<file path="src/rtl/frame_mac_pkg.sv">
// rtl/frame_mac_pkg.sv - shared types and width helper for the frame MAC stage
package frame_mac_pkg;

    // Sequencer states: wait for a frame, snapshot it, accumulate, hand off.
    typedef enum logic [1:0] {
        IDLE = 2'd0,
        LOAD = 2'd1,
        MAC  = 2'd2,
        DONE = 2'd3
    } state_t;

    // Accumulator width that holds DEPTH full-scale products without overflow.
    function automatic int acc_width(input int width, input int depth);
        return 2 * width + $clog2(depth);
    endfunction

endpackage

</file>
<file path="src/rtl/frame_mac_coef_rf.sv">
// rtl/frame_mac_coef_rf.sv - coefficient register file with full parallel read
module frame_mac_coef_rf #(
    parameter int DEPTH = 8,
    parameter int WIDTH = 8,
    parameter int IDX_W = $clog2(DEPTH)
) (
    input  logic                         clk,
    input  logic                         rst,
    input  logic                         we,
    input  logic [IDX_W-1:0]             idx,
    input  logic [WIDTH-1:0]             data,
    output logic [DEPTH-1:0][WIDTH-1:0]  coefs
);

    // Single-port write, cleared on reset; every entry is visible at once
    // so the sequencer can snapshot the whole set in one cycle.
    always_ff @(posedge clk) begin
        if (rst) begin
            coefs <= '0;
        end else if (we) begin
            coefs[idx] <= data;
        end
    end

endmodule

</file>
<file path="src/rtl/frame_mac.sv">
// rtl/frame_mac.sv - serial dot product over one buffered frame with result handshake
module frame_mac
    import frame_mac_pkg::*;
#(
    parameter int DEPTH     = 8,
    parameter int WIDTH     = 8,
    parameter int ACC_WIDTH = acc_width(WIDTH, DEPTH)
) (
    input  logic                         clk,
    input  logic                         rst,
    input  logic                         ena_in,
    input  logic [DEPTH-1:0][WIDTH-1:0]  frame_in,
    output logic                         rdy_out,
    input  logic                         coef_we,
    input  logic [$clog2(DEPTH)-1:0]     coef_idx,
    input  logic [WIDTH-1:0]             coef_data,
    output logic [ACC_WIDTH-1:0]         result,
    output logic                         res_valid,
    input  logic                         res_ready,
    output logic                         overrun
);

    localparam int              IDX_W = $clog2(DEPTH);
    localparam logic [IDX_W-1:0] LAST = IDX_W'(DEPTH - 1);

    state_t                        state;
    logic [IDX_W-1:0]              cnt;
    logic [IDX_W-1:0]              idx;
    logic [DEPTH-1:0][WIDTH-1:0]   coefs;
    logic [DEPTH-1:0][WIDTH-1:0]   f_snap;
    logic [DEPTH-1:0][WIDTH-1:0]   c_snap;
    logic [ACC_WIDTH-1:0]          acc;
    logic [2*WIDTH-1:0]            f_ext;
    logic [2*WIDTH-1:0]            c_ext;
    logic [2*WIDTH-1:0]            prod;
    logic [ACC_WIDTH-1:0]          acc_next;
    logic                          cnt_last;
    logic                          completing;

    frame_mac_coef_rf #(
        .DEPTH (DEPTH),
        .WIDTH (WIDTH),
        .IDX_W (IDX_W)
    ) u_coef_rf (
        .clk   (clk),
        .rst   (rst),
        .we    (coef_we),
        .idx   (coef_idx),
        .data  (coef_data),
        .coefs (coefs)
    );

    // The next strobe would complete a frame; only accept it when the
    // sequencer is free to take it, everything else may stream freely.
    assign cnt_last   = (cnt == LAST);
    assign rdy_out    = !(cnt_last && (state != IDLE));
    assign completing = ena_in && cnt_last && rdy_out;

    // One shared multiplier walks the snapshot one index per cycle.
    assign f_ext    = {{WIDTH{1'b0}}, f_snap[idx]};
    assign c_ext    = {{WIDTH{1'b0}}, c_snap[idx]};
    assign prod     = f_ext * c_ext;
    assign acc_next = acc + ACC_WIDTH'(prod);

    // Word counter mirrors the upstream buffer; it keeps counting even on a
    // dropped completing strobe so both sides stay aligned.
    always_ff @(posedge clk) begin
        if (rst) begin
            cnt <= '0;
        end else if (ena_in) begin
            cnt <= cnt + IDX_W'(1);
        end
    end

    // Sticky flag for a completing strobe that arrived while held off.
    always_ff @(posedge clk) begin
        if (rst) begin
            overrun <= 1'b0;
        end else if (ena_in && !rdy_out) begin
            overrun <= 1'b1;
        end
    end

    // Sequencer: snapshot, accumulate DEPTH products, hold result until taken.
    always_ff @(posedge clk) begin
        if (rst) begin
            state     <= IDLE;
            idx       <= '0;
            acc       <= '0;
            f_snap    <= '0;
            c_snap    <= '0;
            result    <= '0;
            res_valid <= 1'b0;
        end else begin
            case (state)
                IDLE: begin
                    if (completing) begin
                        state <= LOAD;
                    end
                end
                LOAD: begin
                    f_snap <= frame_in;
                    c_snap <= coefs;
                    acc    <= '0;
                    idx    <= '0;
                    state  <= MAC;
                end
                MAC: begin
                    if (idx == LAST) begin
                        result    <= acc_next;
                        res_valid <= 1'b1;
                        state     <= DONE;
                    end else begin
                        acc <= acc_next;
                        idx <= idx + IDX_W'(1);
                    end
                end
                DONE: begin
                    if (res_ready) begin
                        res_valid <= 1'b0;
                        state     <= IDLE;
                    end
                end
                default: begin
                    state <= IDLE;
                end
            endcase
        end
    end

endmodule

</file>
<file path="config.mk">
export PLATFORM = sky130hd
export DESIGN_NAME = frame_mac
export DESIGN_NICKNAME = d
export VERILOG_FILES = /design/src/rtl/frame_mac_pkg.sv /design/src/rtl/frame_mac_coef_rf.sv /design/src/rtl/frame_mac.sv
export SDC_FILE = /design/constraint.sdc
export NUM_CORES = 1
export LEC_CHECK = 0
export CAP_MARGIN = 20
export CELL_PAD_IN_SITES_DETAIL_PLACEMENT = 1
export CELL_PAD_IN_SITES_GLOBAL_PLACEMENT = 1
export CORE_ASPECT_RATIO = 0.7
export CORE_MARGIN = 10
export CORE_UTILIZATION = 42
export CTS_CLUSTER_SIZE = 14
export DETAILED_ROUTE_END_ITERATION = 12
export PLACE_DENSITY_LB_ADDON = 0.1
export SLEW_MARGIN = 20
export SYNTH_ARGS = -nofsm -noshare
export SYNTH_HDL_FRONTEND = slang
export SYNTH_HIERARCHICAL = 1
export SYNTH_SLANG_ARGS = --single-unit
</file>
<file path="constraint.sdc">
create_clock -name clk -period 5.4 [get_ports clk]
set_clock_uncertainty 0.2 [all_clocks]
set_input_delay 0.54 -clock clk [delete_from_list [all_inputs] [get_ports clk]]
set_output_delay 0.54 -clock clk [all_outputs]
set_load 0.02 [all_outputs]
</file>
# ---- Yosys cells after proc, flatten, opt, wreduce, memory -nomap -nowiden
# Cells that the tools add are included.
dict set report word_totals {
  in_bits 80
  wordCells 79
  register_bits 240
}
dict set report op_classes {
  n_eq_ne 9
  n_mux 18
  order_cmp 3
  n_mul 1
  reduce_logical 14
  n_addsub 3
}
# op n
set op_table {}
lappend op_table {{64-bit bitwise mux} 1}
lappend op_table {{8-bit binary-select mux with 3-bit select} 2}
lappend op_table {{19-bit case mux with 2 select lines} 1}
lappend op_table {{8-bit demux with 3-bit select} 1}
lappend op_table {{8-bit two-way mux} 3}
lappend op_table {{19-bit by 16-bit adder with 19-bit output} 1}
lappend op_table {{19-bit two-way mux} 1}
lappend op_table {{8-bit by 8-bit multiplier with 16-bit output} 1}
lappend op_table {{3-bit by 4-bit less-than comparator with 1-bit output, second input constant} 2}
lappend op_table {{2-bit != test, second input constant} 4}
lappend op_table {{2-bit case mux with 4 select lines} 1}
lappend op_table {{3-bit by 1-bit adder with 3-bit output, second input constant} 2}
lappend op_table {{3-bit equality test, second input constant} 2}
lappend op_table {{2-bit two-way mux} 3}
lappend op_table {{3-bit case mux with 2 select lines} 1}
lappend op_table {{3-bit AND reduction} 2}
lappend op_table {{2-bit nonzero test} 3}
lappend op_table {{1-bit logical AND} 5}
lappend op_table {{2-bit equality test, second input constant} 2}
lappend op_table {{2-bit AND reduction} 2}
lappend op_table {{3-bit by 1-bit greater-or-equal comparator with 1-bit output, second input constant} 1}
lappend op_table {{3-bit two-way mux} 1}
lappend op_table {{2-bit by 1-bit equality test with 1-bit output, second input constant} 1}
lappend op_table {{2-bit zero test} 1}
lappend op_table {{other kinds (3)} 4}

# ---- Longest topological paths before layout
dict set report logic_depth {
  depth_word 6
  mapped_depth 23
}

# ---- Hierarchy
# The synthesis kept the hierarchy.
# module seq_area_each_um2 area_per_inst_um2 n_inst cells_per_inst
set by_module_without_submodules {}
lappend by_module_without_submodules {frame_mac 3523.4 10099.7 1 1011}
lappend by_module_without_submodules {frame_mac_coef_rf 1281.2 2605.0 1 237}

# ---- Worst setup path before layout
# No wires, ideal clock.
dict set report synth_path {
  path_type {register -> register}
  start {register idx[0]}
  end {register result[18]}
  path_stages_with_launch 18
  setup_ns 0.120
  required_ns 5.080
  t_arrival_ns 5.252
  path_slack_ns -0.172
  path_cell_list {dfxtp_1 -> buf_2 -> buf_2 -> mux4_2 -> mux2i_2 -> or2_1 -> fa_1 -> fa_1 -> inv_1 -> fa_1 -> fa_1 -> ha_1 -> and2_4 -> nand3_2 -> a2111o_1 -> a31oi_4 -> nor4b_2 -> a211o_1}
}
dict set report synth_via {
  elab_chain_len 4
}
# element line_no
set synth_lines {}
lappend synth_lines {{start: declaration} frame_mac.sv:28} ;# logic [IDX_W-1:0] idx;
lappend synth_lines {{start signal: assignment} frame_mac.sv:115} ;# idx <= idx + IDX_W'(1);
lappend synth_lines {{8-bit binary-select mux with 3-bit select (on tied branches)} {frame_mac.sv:60, frame_mac.sv:61}}
lappend synth_lines {{8-bit two-way mux (on tied branches)} {frame_mac.sv:60, frame_mac.sv:61}}
lappend synth_lines {{8-bit by 8-bit multiplier with 16-bit output} frame_mac.sv:62} ;# assign prod = f_ext * c_ext;
lappend synth_lines {{19-bit by 16-bit adder with 19-bit output} frame_mac.sv:63} ;# assign acc_next = acc + ACC_WIDTH'(prod);
lappend synth_lines {{end signal: assignment} frame_mac.sv:110} ;# result <= acc_next;
lappend synth_lines {{end: declaration} frame_mac.sv:17} ;# output logic [ACC_WIDTH-1:0] result,
# Parallel ways exist; a longest one is shown, timed or not. The select of a mux whose other input is x is not followed.
# A chain may end at the register's enable or synchronous reset.

# ---- Worst setup path in the final report
# Ends and elaborated chain as after synthesis.

==> results.cfg <==
[status]
status = finished, violations left
violations = setup timing

[yosys]
yosys_warnings = 6
ys_types = 68
synth_area_leaders = dfxtp_1, mux2i_1, fa_1
synth_area_leader_cell = dfxtp_1
synth_nets = 1427
synth_seq_cells = 240
synth_top_area_frac = 0.3782
ys.flop_type = dfxtp_1
synth_most_common_cell = dfxtp_1
syn_area_um2 = 12700
synth_async_sr_flop_share = 0
ys_seq_area_frac = 0.3782
syn_inst = 1248
synthTopCellsByCount = dfxtp_1, nor2_1, mux2i_1, inv_1, nand2b_1
synth_edf_count = 0
avgSynthCellArea_um2 = 10.18

[placement]
dp_hpwl_mm = 24.05
io_buffers = 101
gp_congestion = 0.8336

[grt]
grt_pass1_wl_mm = 56.07
grt_usage = 0.1837
grt_max_degree = 182
antenna_found_initial = 0
grt_pass1_vias = 9915
grt_overflow = 0

[detailed_routing]
num_vias = 9311
highest_layer = met4
wl_per_cell_um = 19.03
drt-initial-drc-count = 462
postRouteAntennaNets = 0
wl_mm = 35.00
drcViolationCount = 0
wirelength_met1_mm = 17.51
firstDrtPassIters = 4
avgViaCountPerCell = 5.063
dr_wl_met2_mm = 15.58
wl_met3_mm = 1.486

[hold_path]
hold_class = primary input to flip-flop

[floorplanning]
ios = 102
initial_core_util = 0.4248
fp.dieH_um = 165.5
row_count = 53
fp.dieW_um = 227.9
dieArea_um2 = 37720
core_area_um2 = 29910

[sta]
rsz0062_at_grt = yes
max_freq_ghz = 0.1792
fin_crit_ns = 5.580
drv_slew = 0
final-setup-viol-count = 13
fin_setup_tns_ns = -0.7858
relSlewSlack = 0.2932
tightest_slew_ns = 1.060
hold_violations = 0
setup_slack_ns = -0.1795
fin_crit_sh = 1.033

[clock_network]
worstSkewPairLatency_ns = 0.55
clkTransAtPathRegs_ns = 0.06
cts_buffers = 26
cts_hold_buf = 0
cts_max_level = 1
cts_buffer_depth = 3
cts_num_sinks = 240
cts_tree = done
root_buffer = clkbuf_16

[power_and_ir_drop]
seqPwrFrac = 0.481
p_sw_frac = 0.2248
net-switching-power_uw = 839.0
comb_power_share = 0.050
p_per_area_nw_per_um2 = 228.5
ir_drop_v = 0.0002153
p_int_uw = 2893
clkPwrFrac = 0.469
power_uw = 3732
p_leak_uw = 0.006494

[worst_setup_path]
slowest_delay_ns = 0.52
cp_slowest_cell = mux4_2
endpoint_kind = flip-flop
cp-start-kind = flip-flop
path_cells = buf_12, buf_8, mux4_2, mux2i_4, buf_4, buf_6, nor2_1, fa_2, fa_1, inv_2, fa_1, fa_1, inv_2, ha_4, and2_4, nand3_4, a2111o_1, a31oi_4, nor4b_2, a211o_1
crit_required_ns = 5.63
crit_type = flip-flop to flip-flop
cp.arrival_ns = 5.81
cp_max_fo = 7
worst_path_most_repeated_cell = fa_1

[cells_and_area]
layout-drive-gt1-share = 0.2039
syn_to_final_growth_pct = 28.55
final_nets = 1587
n_antenna_cell = 0
fillers = 3196

[flow_run]
maxCapViolCount = 0
[flip-flops by register name, summed over array words and instances, names as in the netlist]
signal and flops:
c_snap 64, f_snap 64, u_coef_rf/coefs 64, acc 19, result 19, cnt 3, idx 3, state 2
overrun 1, res_valid 1
[routing by layer]
layer / up-vias / track usage
met5: - / 0
met4: 0 / 0.02839
met3: 30 / 0.03448
met2: 157 / 0.2899
met1: 4626 / 0.2616
li1: 4498 / -
[power groups by stage]
stage	Combinational, µW	Sequential, µW	Clock [µW]
4_1_cts	185	1800	1800
5_1_grt	199	1800	1880
3_5_place_dp	180	1840	0
6_report	185	1800	1750
2_1_floorplan	94.9	1830	0
3_3_place_gp	180	1840	0
[cells by family after synthesis]
| family | after synthesis | synth area share |
|---|---|---|
| xor+xnor | 10 | 0.006894 |
| buf+inv | 185 | 0.06303 |
| mux | 243 | 0.2273 |
| compound gates | 89 | 0.05052 |
| flops | 240 | 0.3782 |
| fa+ha+maj | 99 | 0.1270 |
| simple gates | 382 | 0.1470 |
[worst max-delay path: cells and delay by family, from the launching register on]
family                   cells  cell delay (ns)
adder cells (fa/ha/maj)      5             2.10
multiplexers                 2             0.79
AND/OR/NAND/NOR              4             0.40
AO/OA/AOI/OAI                3             0.95
flip-flops                   1             0.41
buffers and inverters        6             0.62
[layout by cell type (no fill, tap or decap), drive strengths merged, types with 5 or more instances in the layout]
master,synthesis,final
clkdlybuf4s50,0,100
nor3,7,7
nand2b,87,87
mux2i,209,209
nor2b,5,5
mux4,32,32
o21ai,12,12
inv,102,102
nand2,39,39
o211ai,7,7
clkinv,0,6
clkbuf,40,40
dfxtp,240,240
fa,50,50
ha,49,49
or2,10,10
a22oi,10,10
xnor2,7,7
a21oi,25,25
nor3b,7,7
nor2,199,199
buf,43,115
[through the flow]
stage	cell area, µm²	utilization	instances	hold WS, ns	setup slack [ns]
final	16330	0.5461	1839	0.2076	-0.1795
after global routing	16330	0.5461	1839	0.2361	-0.3484
after CTS	15970	0.5339	1820	0.2102	-0.1965
after detailed placement	14540	0.4860	1745	0.2520	-0.3483
after global placement	14540	0.4860	1745	0.2457	-0.2691
after floorplan	12820	-	1248	0.2297	-0.01125
[path summary, 6_finish.rpt]
kind                            startpoint    endpoint  slack (ns)  depth (start not counted)
worst min register to register   result[7]   result[7]        0.25                          2
worst max-delay path                idx[0]  result[18]       -0.18                         20
worst min-delay path                   rst  c_snap[58]        0.21                          2
worst max register to register      idx[0]  result[18]       -0.18                         20
[layout make-up]
cell class	instances	area, µm²	share of cell area
tap	412	515.5	0.03156
inverter	102	382.9	0.02344
multi-input combinational	823	7656	0.4688
clock inverter	7	52.55	0.003218
timing repair buffer	215	2121	0.1299
clock buffer	40	793.3	0.04857
sequential	240	4811	0.2946
[repair_timing]
action                                  in CTS  in global routing
gates resized for setup                     60                 59
cloned                                       1                  0
pin swaps                                   38                 44
endpoints found under the hold margin        0                  0
buffers inserted                            28                 23
endpoints found under the setup margin      21                 22
No activity file was read; power rests on OpenSTA's default activity.
